**src/rtl/paint_scheduler_pkg.sv**
```systemverilog
// Shared types and constants for the box-painter scheduler.
package paint_pkg;

  typedef enum logic [1:0] {
    ST_IDLE,
    ST_ISSUE,
    ST_WAIT,
    ST_RETIRE
  } state_e;

  localparam int unsigned DEF_CELL_PX = 24;
  localparam int unsigned DEF_X_ORG   = 200;
  localparam int unsigned DEF_Y_ORG   = 0;
  localparam int unsigned DEF_NCOLS   = 10;
  localparam int unsigned DEF_NROWS   = 20;

  localparam int unsigned X_W     = 10;
  localparam int unsigned Y_W     = 9;
  localparam int unsigned COL_W   = 4;
  localparam int unsigned ROW_W   = 5;
  localparam int unsigned COLOR_W = 9;

  localparam logic [COLOR_W-1:0] COL_BG    = 9'h1FF;
  localparam logic [COLOR_W-1:0] COL_PIECE = 9'h1C7;

endpackage

```
**src/rtl/paint_scheduler_rr_arbiter.sv**
```systemverilog
// Rotating-priority arbiter: first asserted request at or after start_ptr.
module rr_arbiter #(
  parameter int unsigned NREQ = 4,
  parameter int unsigned PW   = 2
) (
  input  logic [NREQ-1:0] req,
  input  logic [PW-1:0]   start_ptr,
  output logic [NREQ-1:0] gnt_oh,
  output logic [PW-1:0]   gnt_idx,
  output logic            gnt_valid
);

  logic [PW-1:0] cand;

  always_comb begin
    gnt_oh    = '0;
    gnt_idx   = '0;
    gnt_valid = 1'b0;
    cand      = '0;
    for (int unsigned k = 0; k < NREQ; k++) begin
      cand = PW'((32'(start_ptr) + k) % NREQ);
      if (!gnt_valid && req[cand]) begin
        gnt_valid     = 1'b1;
        gnt_oh[cand]  = 1'b1;
        gnt_idx       = cand;
      end
    end
  end

endmodule

```
**src/rtl/paint_scheduler.sv**
```systemverilog
// Arbitrates requester and board-clear jobs onto the single box painter.
module paint_scheduler
  import paint_pkg::*;
#(
  parameter int unsigned NREQ    = 4,
  parameter int unsigned CELL_PX = DEF_CELL_PX,
  parameter int unsigned X_ORG   = DEF_X_ORG,
  parameter int unsigned Y_ORG   = DEF_Y_ORG,
  parameter int unsigned NCOLS   = DEF_NCOLS,
  parameter int unsigned NROWS   = DEF_NROWS
) (
  input  logic                    CLOCK_50,
  input  logic                    resetn,
  input  logic [NREQ-1:0]         req,
  input  logic [COL_W*NREQ-1:0]   req_col,
  input  logic [ROW_W*NREQ-1:0]   req_row,
  input  logic [COLOR_W*NREQ-1:0] req_color,
  output logic [NREQ-1:0]         ack,
  input  logic                    clear_start,
  input  logic [COLOR_W-1:0]      clear_color,
  output logic                    clear_busy,
  output logic                    rnd_start,
  output logic [X_W-1:0]          rnd_x0,
  output logic [Y_W-1:0]          rnd_y0,
  output logic [COLOR_W-1:0]      rnd_color,
  input  logic                    rnd_busy,
  input  logic                    rnd_done,
  output logic                    idle,
  output logic                    err
);

  localparam int unsigned PW = (NREQ > 1) ? $clog2(NREQ) : 1;

  state_e               state_q, state_d;
  logic [PW-1:0]        ptr_q, ptr_d, gnt_idx_q, gnt_idx_d;
  logic                 gnt_clr_q, gnt_clr_d;
  logic                 clr_busy_q, clr_busy_d;
  logic [COL_W-1:0]     clr_col_q, clr_col_d;
  logic [ROW_W-1:0]     clr_row_q, clr_row_d;
  logic [COLOR_W-1:0]   clr_color_q, clr_color_d;
  logic                 rnd_start_q, rnd_start_d;
  logic [X_W-1:0]       rnd_x0_q, rnd_x0_d;
  logic [Y_W-1:0]       rnd_y0_q, rnd_y0_d;
  logic [COLOR_W-1:0]   rnd_color_q, rnd_color_d;
  logic [NREQ-1:0]      ack_q, ack_d;
  logic                 idle_q, idle_d, err_q, err_d;

  logic [NREQ-1:0]      arb_oh;
  logic [PW-1:0]        arb_idx;
  logic                 arb_valid;
  logic [COL_W-1:0]     sel_col, cell_col;
  logic [ROW_W-1:0]     sel_row, cell_row;
  logic [COLOR_W-1:0]   sel_color;
  logic                 sel_oor;

  // ptr_q holds the next search start (last grant + 1), so a reset value of 0 favours requester 0.
  rr_arbiter #(.NREQ(NREQ), .PW(PW)) u_arb (
    .req       (req),
    .start_ptr (ptr_q),
    .gnt_oh    (arb_oh),
    .gnt_idx   (arb_idx),
    .gnt_valid (arb_valid)
  );

  always_comb begin
    sel_col   = req_col[int'(arb_idx)*COL_W +: COL_W];
    sel_row   = req_row[int'(arb_idx)*ROW_W +: ROW_W];
    sel_color = req_color[int'(arb_idx)*COLOR_W +: COLOR_W];
    sel_oor   = (32'(sel_col) >= NCOLS) || (32'(sel_row) >= NROWS);
    cell_col  = clr_busy_q ? clr_col_q : sel_col;
    cell_row  = clr_busy_q ? clr_row_q : sel_row;
  end

  always_comb begin
    state_d     = state_q;
    ptr_d       = ptr_q;
    gnt_idx_d   = gnt_idx_q;
    gnt_clr_d   = gnt_clr_q;
    clr_busy_d  = clr_busy_q;
    clr_col_d   = clr_col_q;
    clr_row_d   = clr_row_q;
    clr_color_d = clr_color_q;
    rnd_start_d = 1'b0;
    rnd_x0_d    = rnd_x0_q;
    rnd_y0_d    = rnd_y0_q;
    rnd_color_d = rnd_color_q;
    ack_d       = '0;
    err_d       = err_q;

    if (clear_start && !clr_busy_q) begin
      clr_busy_d  = 1'b1;
      clr_color_d = clear_color;
      clr_col_d   = '0;
      clr_row_d   = '0;
    end

    unique case (state_q)
      ST_IDLE: begin
        if (!rnd_busy && (clr_busy_q || arb_valid)) begin
          rnd_x0_d    = X_W'(X_ORG + CELL_PX * 32'(cell_col));
          rnd_y0_d    = Y_W'(Y_ORG + CELL_PX * 32'(cell_row));
          rnd_color_d = clr_busy_q ? clr_color_q : sel_color;
          gnt_clr_d   = clr_busy_q;
          if (!clr_busy_q) gnt_idx_d = arb_idx;
          if (!clr_busy_q && sel_oor) begin
            ack_d   = arb_oh;
            err_d   = 1'b1;
            state_d = ST_RETIRE;
          end else begin
            rnd_start_d = 1'b1;
            state_d     = ST_ISSUE;
          end
        end
      end
      ST_ISSUE: state_d = ST_WAIT;
      ST_WAIT: begin
        if (rnd_done) begin
          state_d = ST_RETIRE;
          if (gnt_clr_q) begin
            if (clr_col_q == COL_W'(NCOLS - 1)) begin
              clr_col_d = '0;
              if (clr_row_q == ROW_W'(NROWS - 1)) begin
                clr_row_d  = '0;
                clr_busy_d = 1'b0;
              end else begin
                clr_row_d = clr_row_q + 1'b1;
              end
            end else begin
              clr_col_d = clr_col_q + 1'b1;
            end
          end else begin
            ack_d = NREQ'(1) << gnt_idx_q;
          end
        end
      end
      ST_RETIRE: begin
        if (!gnt_clr_q) ptr_d = (gnt_idx_q == PW'(NREQ - 1)) ? '0 : gnt_idx_q + 1'b1;
        state_d = ST_IDLE;
      end
      default: state_d = ST_IDLE;
    endcase

    idle_d = (state_d == ST_IDLE) && !clr_busy_d && !(|req);
  end

  always_ff @(posedge CLOCK_50 or negedge resetn) begin
    if (!resetn) begin
      state_q     <= ST_IDLE;
      ptr_q       <= '0;
      gnt_idx_q   <= '0;
      gnt_clr_q   <= 1'b0;
      clr_busy_q  <= 1'b0;
      clr_col_q   <= '0;
      clr_row_q   <= '0;
      clr_color_q <= '0;
      rnd_start_q <= 1'b0;
      rnd_x0_q    <= '0;
      rnd_y0_q    <= '0;
      rnd_color_q <= '0;
      ack_q       <= '0;
      idle_q      <= 1'b0;
      err_q       <= 1'b0;
    end else begin
      state_q     <= state_d;
      ptr_q       <= ptr_d;
      gnt_idx_q   <= gnt_idx_d;
      gnt_clr_q   <= gnt_clr_d;
      clr_busy_q  <= clr_busy_d;
      clr_col_q   <= clr_col_d;
      clr_row_q   <= clr_row_d;
      clr_color_q <= clr_color_d;
      rnd_start_q <= rnd_start_d;
      rnd_x0_q    <= rnd_x0_d;
      rnd_y0_q    <= rnd_y0_d;
      rnd_color_q <= rnd_color_d;
      ack_q       <= ack_d;
      idle_q      <= idle_d;
      err_q       <= err_d;
    end
  end

  assign ack        = ack_q;
  assign clear_busy = clr_busy_q;
  assign rnd_start  = rnd_start_q;
  assign rnd_x0     = rnd_x0_q;
  assign rnd_y0     = rnd_y0_q;
  assign rnd_color  = rnd_color_q;
  assign idle       = idle_q;
  assign err        = err_q;

endmodule

```
**config.mk**
```make
export PLATFORM = sky130hd
export DESIGN_NAME = paint_scheduler
export DESIGN_NICKNAME = d
export VERILOG_FILES = /design/src/rtl/paint_scheduler_pkg.sv /design/src/rtl/paint_scheduler_rr_arbiter.sv /design/src/rtl/paint_scheduler.sv
export SDC_FILE = /design/constraint.sdc
export NUM_CORES = 1
export LEC_CHECK = 0
export CAP_MARGIN = 20
export CORE_ASPECT_RATIO = 0.8
export CORE_MARGIN = 2
export CORE_UTILIZATION = 40
export CTS_CLUSTER_SIZE = 25
export DETAILED_ROUTE_END_ITERATION = 7
export PLACE_DENSITY = 0.76
export SYNTH_ARGS = -nofsm -noshare
export SYNTH_HDL_FRONTEND = slang
export SYNTH_SLANG_ARGS = --single-unit
```
**constraint.sdc**
```tcl
create_clock -name CLOCK_50 -period 15.4 [get_ports CLOCK_50]
set_clock_uncertainty 0.15 [all_clocks]
set_input_delay 1.54 -clock CLOCK_50 [delete_from_list [all_inputs] [get_ports CLOCK_50]]
set_output_delay 1.54 -clock CLOCK_50 [all_outputs]
set_load 0.05 [all_outputs]
```
**After elaboration in Yosys (flattened, before gate mapping)**

Index checks and enable logic that the tools add are counted.

- Bitwise gates (word level): 5
- Muxes and demuxes: 61
- Add/subtract/negate cells: 7
- $lt $le $gt $ge: 10
- Equal/unequal tests: 6
- Reduce and logical (&&, ||, !) cells: 28
- Shift operators: 4
- $mul: 4

Operators with widths:

| kind | number |
|---|---|
| 4-bit two-way mux | 14 |
| 36-bit by 7-bit variable part select with 9-bit output | 1 |
| 5-bit two-way mux | 7 |
| 1-bit two-way mux | 21 |
| 20-bit by 6-bit variable part select with 5-bit output | 1 |
| 2-bit two-way mux | 8 |
| 16-bit by 5-bit variable part select with 4-bit output | 1 |
| 1-bit logical AND | 12 |
| 2-bit by 3-bit < comparator with 1-bit output (second input constant) | 4 |
| 4-bit OR | 3 |
| 8-bit by 9-bit adder with 10-bit output (first input constant) | 1 |
| 9-bit two-way mux | 1 |
| 1-bit binary-select mux with 2-bit select | 4 |
| 1-bit demux with 2-bit select | 4 |
| 2-bit by 1-bit >= comparator with 1-bit output (second input constant) | 4 |
| 2-bit one-hot mux with 4 select lines | 1 |
| 4-bit one-hot mux with 2 select lines | 1 |
| 1-bit zero test | 7 |
| 2-bit equality test (second input constant) | 3 |
| 2-bit by 4-bit multiplier with 6-bit output (first input constant) | 1 |
| 2-bit by 4-bit multiplier with 6-bit output (second input constant) | 1 |
| 2-bit by 5-bit multiplier with 6-bit output (first input constant) | 1 |
| 3-bit AND reduction | 2 |
| 5-bit by 1-bit adder with 5-bit output (second input constant) | 1 |
| other kinds (15) | 21 |

- Output and inout bits: 36
- Word-level logic and storage cells: 140
- Register bits after elaboration: 58

**Longest topological paths before layout**

Gate-level depths: netlist (run 1).

- Depth in word-level cells: 23
- Gate-level depth with buffers: 25

**Cells and area by module**

Synthesis (run 1) repeated with hierarchy kept, for this count alone.

- Cell total of the unflattened synthesis: 342
- Area total of the unflattened synthesis: 3,763.6 um2

Modules (own cells, without submodules):

| module | area each (um2) | cells an instance | times used | seq. area each (um2) |
|---|---|---|---|---|
| paint_scheduler | 3,340.7 | 297 | 1 | 1,376.3 |
| rr_arbiter | 422.9 | 45 | 1 | 0.0 |

**Least setup slack after synthesis (run 1)**

OpenSTA, ideal clock, no wires.

- Kind: input -> register
- Start point: input port req[2]
- End point: register rnd_y0_q[8], in the netlist rnd_y0[8]
- Setup slack: 10,204 ps
- Setup time: 83 ps
- Arrival: 4,964 ps
- Buffers on the path: 6
- Stages: 21
- Cells stage by stage: buf_6 mux4_1 buf_2 buf_2 o21ai_0 o31ai_1 buf_4 buf_2 buf_4 mux2i_1 nand2_1 o21ai_0 o21ai_0 ha_1 inv_1 fa_1 inv_1 a21o_1 a21oi_1 xor2_1 o21ai_0

- Cells in the longest elaborated chain, start to end: 16

RTL lines:

| what | RTL line | text |
|---|---|---|
| start: declaration | paint_scheduler.sv:14 | `input logic [NREQ-1:0] req,` |
| 1-bit binary-select mux with 2-bit select | paint_scheduler_rr_arbiter.sv:22 | `if (!gnt_valid && req[cand]) begin` |
| 1-bit two-way mux (not written as such) | paint_scheduler_rr_arbiter.sv:22 |  |
| 1-bit two-way mux | paint_scheduler_rr_arbiter.sv:22 |  |
| 1-bit zero test | paint_scheduler_rr_arbiter.sv:22 |  |
| 1-bit logical AND | paint_scheduler_rr_arbiter.sv:22 |  |
| 1-bit two-way mux | paint_scheduler_rr_arbiter.sv:22 |  |
| 1-bit zero test | paint_scheduler_rr_arbiter.sv:22 |  |
| 1-bit logical AND | paint_scheduler_rr_arbiter.sv:22 |  |
| 1-bit two-way mux | paint_scheduler_rr_arbiter.sv:22 |  |
| 1-bit zero test | paint_scheduler_rr_arbiter.sv:22 |  |
| 1-bit logical AND | paint_scheduler_rr_arbiter.sv:22 |  |
| 2-bit two-way mux | paint_scheduler_rr_arbiter.sv:22 |  |
| 2-bit by 3-bit multiplier with 5-bit output | paint_scheduler.sv:67 | `sel_row = req_row[int'(arb_idx)*ROW_W +: ROW_W];` |
| 20-bit by 6-bit variable part select with 5-bit output | paint_scheduler.sv:67 |  |
| 5-bit two-way mux | paint_scheduler.sv:71 | `cell_row = clr_busy_q ? clr_row_q : sel_row;` |
| 2-bit by 5-bit multiplier with 6-bit output | paint_scheduler.sv:101 | `rnd_y0_d = Y_W'(Y_ORG + CELL_PX * 32'(cell_row));` |
| end signal: assignment | paint_scheduler.sv:174 | `rnd_y0_q <= rnd_y0_d;` |
| end: declaration | paint_scheduler.sv:43 | `logic [Y_W-1:0] rnd_y0_q, rnd_y0_d;` |

Several ways; a longest one is shown, not always the timed one. The select of a mux whose other input is x is not followed.
A chain may end at the register's enable or synchronous reset.

**Final worst setup path (run 1)**

- Start point: input port req[1]
- End point: register rnd_y0_q[8], in the netlist rnd_y0[8]

Same word-level chain as after synthesis.

==> results.toml, run 1 <==
[placed_design]
hpwl_um = 9180
io_buffers = 119
place_congestion = 0.847

[drt]
drt_first_pass_iters = 4
via_per_inst = 5.53
drc = 0
postRouteAntennaNets = 0
num_vias = 4092
wl_per_cell_um = 16.3
drt_iter0_drc = 259
routed_wl_um = 12100

[yosys]
yosys_most_used_dff = "dfrtp_1"
yosys.area_share.adder_pct = 6.75
synthXorXnorAreaFrac_pct = 1.40
synth_top_family_by_area = "compound AO/OA/AOI/OAI gates"
ys_warn_count = 0
ys_types = 64
syn_inst = 498
synthArstFlopShare_pct = 100
synth_mux_area_share_pct = 15.7
synth-compound-area-share_pct = 20.2
synth-seq-cells = 55
synth-simple-area-share_pct = 18.1
avgSynthCellArea_um2 = 8.79
syn-cell-area_um2 = 4380
synth_edf_count = 0
seq_area_frac_synth_pct = 31.5

[clock_network]
cts_resized = 0
cts_root_buf = "clkbuf_16"
clk_latency_ns = 0.29
cts_buffers = 5
clkSinkCount = 55
cts.path.max_buffers = 2
post_cts_buffers = 0
h-tree-depth = 2
holdBufCountCts = 0
clkTransAtPathRegs_ns = 0.07
cts_tree = "done"

[timing]
rsz0062_at_grt = "false"
maxSlewViolCount = 0
period_share_pct = 39.6
clock.fmax_mhz = 164
finalHoldViolations = 0
tns_ns = 0
finalSetupViolCount = 0
fin_crit_ns = 6.10
worstMarginPinSlew_ns = 1.05
slew_headroom_pct = 29.9

[power]
p_per_area_nw_per_um2 = 131
total_leakage_power_uw = 0.00237
total_power_uw = 755
max-vdd-ir-drop_mv = 0.0622

[floorplan]
start_util_pct = 40.7
dieArea_um2 = 11800
dieWidth_um = 121
core-area_um2 = 10800
die-height_um = 97.5
ioPinCount = 126
fp-row-count = 34

[critical_path]
setup.worst_path.class = "in2reg"
arrival_ns = 6.15
start_kind = "primary input"
crit_required_ns = 15.46
path_max_fanout = 29
endpoint_kind = "register"

[finish]
layout-drive-gt1-share_pct = 9.23
final_cell_mix = "118 x clkdlybuf4s50_1, 64 x nand2_1, 55 x dfrtp_1"
nets = 709
area_growth_syn_to_layout_pct = 31.7
fillers = 979
final_common_cell = "clkdlybuf4s50_1"
num_antenna_cells = 0

[outcome]
status = "completed"

[global_route]
track_usage_pct = 20.7
grt_pass1_wl_um = 19900
overflow = 0
antenna_found_initial = 0
grt_pass1_vias = 3940
grt_start_max_net_pins = 56

[job]
drv_cap = 0

[hold_path]
holdCritPathClass = "reg2reg"
## area by class of cell
cell class | count | area (um^2) | share of cell area (%)
clock buffer | 5 | 125 | 2.17
clock inverter | 2 | 13.8 | 0.239
inverter | 17 | 63.8 | 1.11
multi-input combinational | 393 | 2760 | 47.9
sequential | 55 | 1380 | 23.9
tap | 144 | 180 | 3.13
timing repair buffer | 124 | 1240 | 21.6
## metrics by stage
step                instance area (um^2)  hold WS [ns]  util (%)  worst slack, ns  std cells
detailed placement                  5620         0.301      52.2             9.06        733
floorplan                           4390         0.321         -            10.20        503
global route                        5760         0.343      53.5             8.85        740
global placement                    5600         0.305      52.0             9.31        732
CTS                                 5760         0.328      53.5             9.36        740
finish                              5760         0.325      53.5             9.30        740
## Yosys cell counts (5+ instances only)
| cell | instances | share of area (%) |
|---|---|---|
| a211oi_1 | 9 | 1.5 |
| a21o_1 | 6 | 1.0 |
| a21oi_1 | 19 | 2.2 |
| a22oi_1 | 5 | 0.86 |
| a31oi_1 | 5 | 0.71 |
| buf_2 | 8 | 0.92 |
| buf_4 | 9 | 1.5 |
| clkbuf_1 | 16 | 1.4 |
| dfrtp_1 | 55 | 31 |
| ha_1 | 22 | 6.3 |
| inv_1 | 17 | 1.5 |
| mux2_2 | 29 | 7.5 |
| mux2i_1 | 23 | 5.3 |
| nand2_1 | 64 | 5.5 |
| nand2b_1 | 10 | 1.4 |
| nand3_1 | 11 | 1.3 |
| nand3b_1 | 7 | 1.2 |
| nor2_1 | 37 | 3.2 |
| nor2b_1 | 5 | 0.71 |
| nor3_1 | 5 | 0.57 |
| nor3b_1 | 7 | 1.2 |
| o21ai_0 | 52 | 5.9 |
## metal layers
metal	vias to the layer above	routed length, um	GRT usage [%]
li1	1975	-	-
met1	1972	5540	29.4
met2	129	5810	33.4
met3	16	552	2.93
met4	0	180	4.92
met5	-	0	0
## logic make-up after synthesis
family                     count (synthesis)
and+or+nand+nor                          163
AOI/OAI and AO/OA                        136
muxes                                     58
DFF                                       55
buffers and inverters                     55
adders and majority gates                 23
xor gates and xnor gates                   7
other                                      1
## report_power, final
| part | switching [uW] | internal (uW) | total, uW |
|---|---|---|---|
| Sequential | 32.0 | 177 | 209 |
| Clock | 50.2 | 59.4 | 110 |
| Combinational | 262 | 175 | 436 |
| Total | 344 | 411 | 755 |
## worst paths after layout
| kind | startpoint | endpoint | slack, ns | cells past startpoint |
|---|---|---|---|---|
| hold reg to reg | err | err | 0.33 | 1 |
| setup / recovery | req[1] | rnd_y0[8] | 9.30 | 16 |
| setup reg to reg | ptr_q[0] | rnd_y0[8] | 9.69 | 18 |
| min in group asynchronous | resetn | rnd_color[2] | 1.23 | 2 |
| max in group asynchronous | resetn | rnd_color[3] | 13.41 | 2 |
| hold / removal | err | err | 0.33 | 1 |
## critical path, stage by stage
cell and delay [ns]:
clkdlybuf4s50_1 0.61, mux4_2 0.68, nor2b_1 0.58, o21ai_0 0.26, o31ai_4 0.10, buf_4 0.42, mux2i_1 0.14, mux2_2 0.29
o21ai_0 0.36, inv_1 0.12, fa_1 0.48, inv_1 0.07, a21o_1 0.11, a21oi_1 0.07, xor2_1 0.14, o21ai_0 0.15
## registers in the layout, summed over array words and instances (netlist names)
signal and cells:
clr_row_q 5, ack 4, rnd_x0 7, rnd_y0 6
gnt_idx_q 2, clear_busy 1, rnd_color 9, err 1
ptr_q 2, clr_col_q 4, state_q 2, gnt_clr_q 1
rnd_start 1, clr_color_q 9, idle 1
(Power assumes the default switching activity.)
==> run 2, diff against run 1 <==
--- a/config.mk
+++ b/config.mk
@@ -11,7 +11,7 @@
 export CORE_UTILIZATION = 40
 export CTS_CLUSTER_SIZE = 25
 export DETAILED_ROUTE_END_ITERATION = 7
-export PLACE_DENSITY = 0.76
+export PLACE_DENSITY = 0.79
 export SYNTH_ARGS = -nofsm -noshare
 export SYNTH_HDL_FRONTEND = slang
 export SYNTH_SLANG_ARGS = --single-unit
==> constraint.sdc (replaced) <==
create_clock -name CLOCK_50 -period 5.45 [get_ports CLOCK_50]
set_clock_uncertainty 0.15 [all_clocks]
set_input_delay 0.545 -clock CLOCK_50 [delete_from_list [all_inputs] [get_ports CLOCK_50]]
set_output_delay 0.545 -clock CLOCK_50 [all_outputs]
set_load 0.05 [all_outputs]
==> results.toml, run 2 (synthesized netlist as in run 1, its figures left out) <==
[outcome]
status = "completed"

[drt]
via_per_inst = 5.51
wl_per_cell_um = 16.4
drt_first_pass_iters = 5
drt_iter0_drc = 311
postRouteAntennaNets = 0
drc = 0
num_vias = 4110
routed_wl_um = 12200

[global_route]
antenna_found_initial = 0
grt_start_max_net_pins = 56
track_usage_pct = 20.6
overflow = 0
grt_pass1_vias = 3907
grt_pass1_wl_um = 19900

[floorplan]
ioPinCount = 126
fp-row-count = 34
dieArea_um2 = 11800
die-height_um = 97.5
dieWidth_um = 121
start_util_pct = 40.7
core-area_um2 = 10800

[finish]
design_area_um2 = 5790
final_common_cell = "clkdlybuf4s50_1"
final_cell_mix = "118 x clkdlybuf4s50_1, 64 x nand2_1, 55 x dfrtp_1"
area_growth_syn_to_layout_pct = 32.4
nets = 714
num_antenna_cells = 0
layout-drive-gt1-share_pct = 9.97

[critical_path]
start_kind = "primary input"
arrival_ns = 4.94
setup.worst_path.class = "in2reg"
crit_required_ns = 5.47
r2r_slack_ns = 0.61
path_max_fanout = 32
reg2reg_from = "ptr_q[0]"
rr_endpoint = "rnd_x0[9]"
endpoint_kind = "register"
r2r_cells = 13

[clock_network]
holdBufCountCts = 0
clkSinkCount = 55
cts_tree = "done"
cts_resized = 0
clkTransAtPathRegs_ns = 0.07
h-tree-depth = 2
cts_buffers = 5
cts_root_buf = "clkbuf_16"
clk_latency_ns = 0.29
post_cts_buffers = 0
cts.path.max_buffers = 2

[timing]
slew_headroom_pct = 28.0
finalHoldViolations = 0
fin_crit_ns = 4.92
worstMarginPinSlew_ns = 1.08
clock.fmax_mhz = 203
finalSetupViolCount = 0
whs_ns = 0.240
period_share_pct = 90.2
rsz0062_at_grt = "false"
maxSlewViolCount = 0
tns_ns = 0

[power]
total_leakage_power_uw = 0.00239
p_per_area_nw_per_um2 = 372
max-vdd-ir-drop_mv = 0.185

[placed_design]
io_buffers = 119
place_congestion = 0.858
hpwl_um = 9500
placed_area_um2 = 5640

[hold_path]
holdCritPathClass = "in2async"

[job]
drv_cap = 0
-- run 2: cell types whose count changed in the layout (fill, tap and decap cells not counted) --
| cell | change |
|---|---|
| buf_4 | +6 |
| buf_16 | -1 |
| clkbuf_1 | +1 |
| clkbuf_8 | +1 |
| clkinv_2 | -1 |
-- run 2: metal layers --
layer | GRT usage [%] | routed length, um | part of all wire [%] | vias up
li1 | - | - | - | 1989
met1 | 29.5 | 5540 | 45 | 1966
met2 | 34.1 | 5980 | 49 | 149
met3 | 2.70 | 633 | 5.2 | 6
met4 | 2.50 | 83 | 0.68 | 0
met5 | 0 | 0 | 0 | -
-- run 2: worst max-delay path: stages --
cell             delay, ns
clkdlybuf4s50_1       0.59
mux4_1                0.85
nor3_2                0.44
o32a_4                0.49
mux2i_1               0.26
o21a_1                0.25
inv_1                 0.14
ha_1                  0.24
ha_1                  0.18
o21bai_2              0.20
xor2_1                0.36
nand3_1               0.18
a22o_1                0.22
-- run 2: how the worst max path moves through the flow --
stage / from / endpoint / slack [ns] / cells after the start
2_1_floorplan: ptr_q[0] / rnd_y0[8] / 0.54 / 24
3_3_place_gp: req[1] / rnd_x0[9] / 0.62 / 11
3_5_place_dp: req[1] / rnd_x0[9] / 0.32 / 13
4_1_cts: req[1] / rnd_x0[9] / 0.62 / 13
5_1_grt: req[1] / rnd_y0[8] / 0.28 / 18
6_report: req[1] / rnd_x0[9] / 0.53 / 13
-- run 2: per-stage QoR --
stage | total power (uW) | utilization, % | instances | setup WS, ns
after global routing | 2290 | 53.8 | 746 | 0.281
after floorplan | 1450 | - | 503 | 0.544
after global placement | 1780 | 52.4 | 738 | 0.622
after CTS | 2150 | 53.8 | 746 | 0.621
final | 2150 | 53.8 | 746 | 0.533
after detailed placement | 1820 | 52.4 | 738 | 0.323
-- run 2: cell type report --
class | count | area, um^2
fill | 961 | 4970
tap | 144 | 180
clock buffer | 7 | 143
sequential | 55 | 1380
clock inverter | 1 | 8.76
timing repair buffer | 129 | 1260
multi-input combinational | 393 | 2760
inverter | 17 | 63.8
-- run 2: power by group --
| part | leakage, uW | internal, uW | total, uW | switching (uW) |
|---|---|---|---|---|
| combinational | 0.00161 | 498 | 1260 | 766 |
| sequential | 0.000705 | 500 | 567 | 67.1 |
| clock | 0.0000741 | 184 | 323 | 139 |
| total | 0.00239 | 1180 | 2150 | 972 |
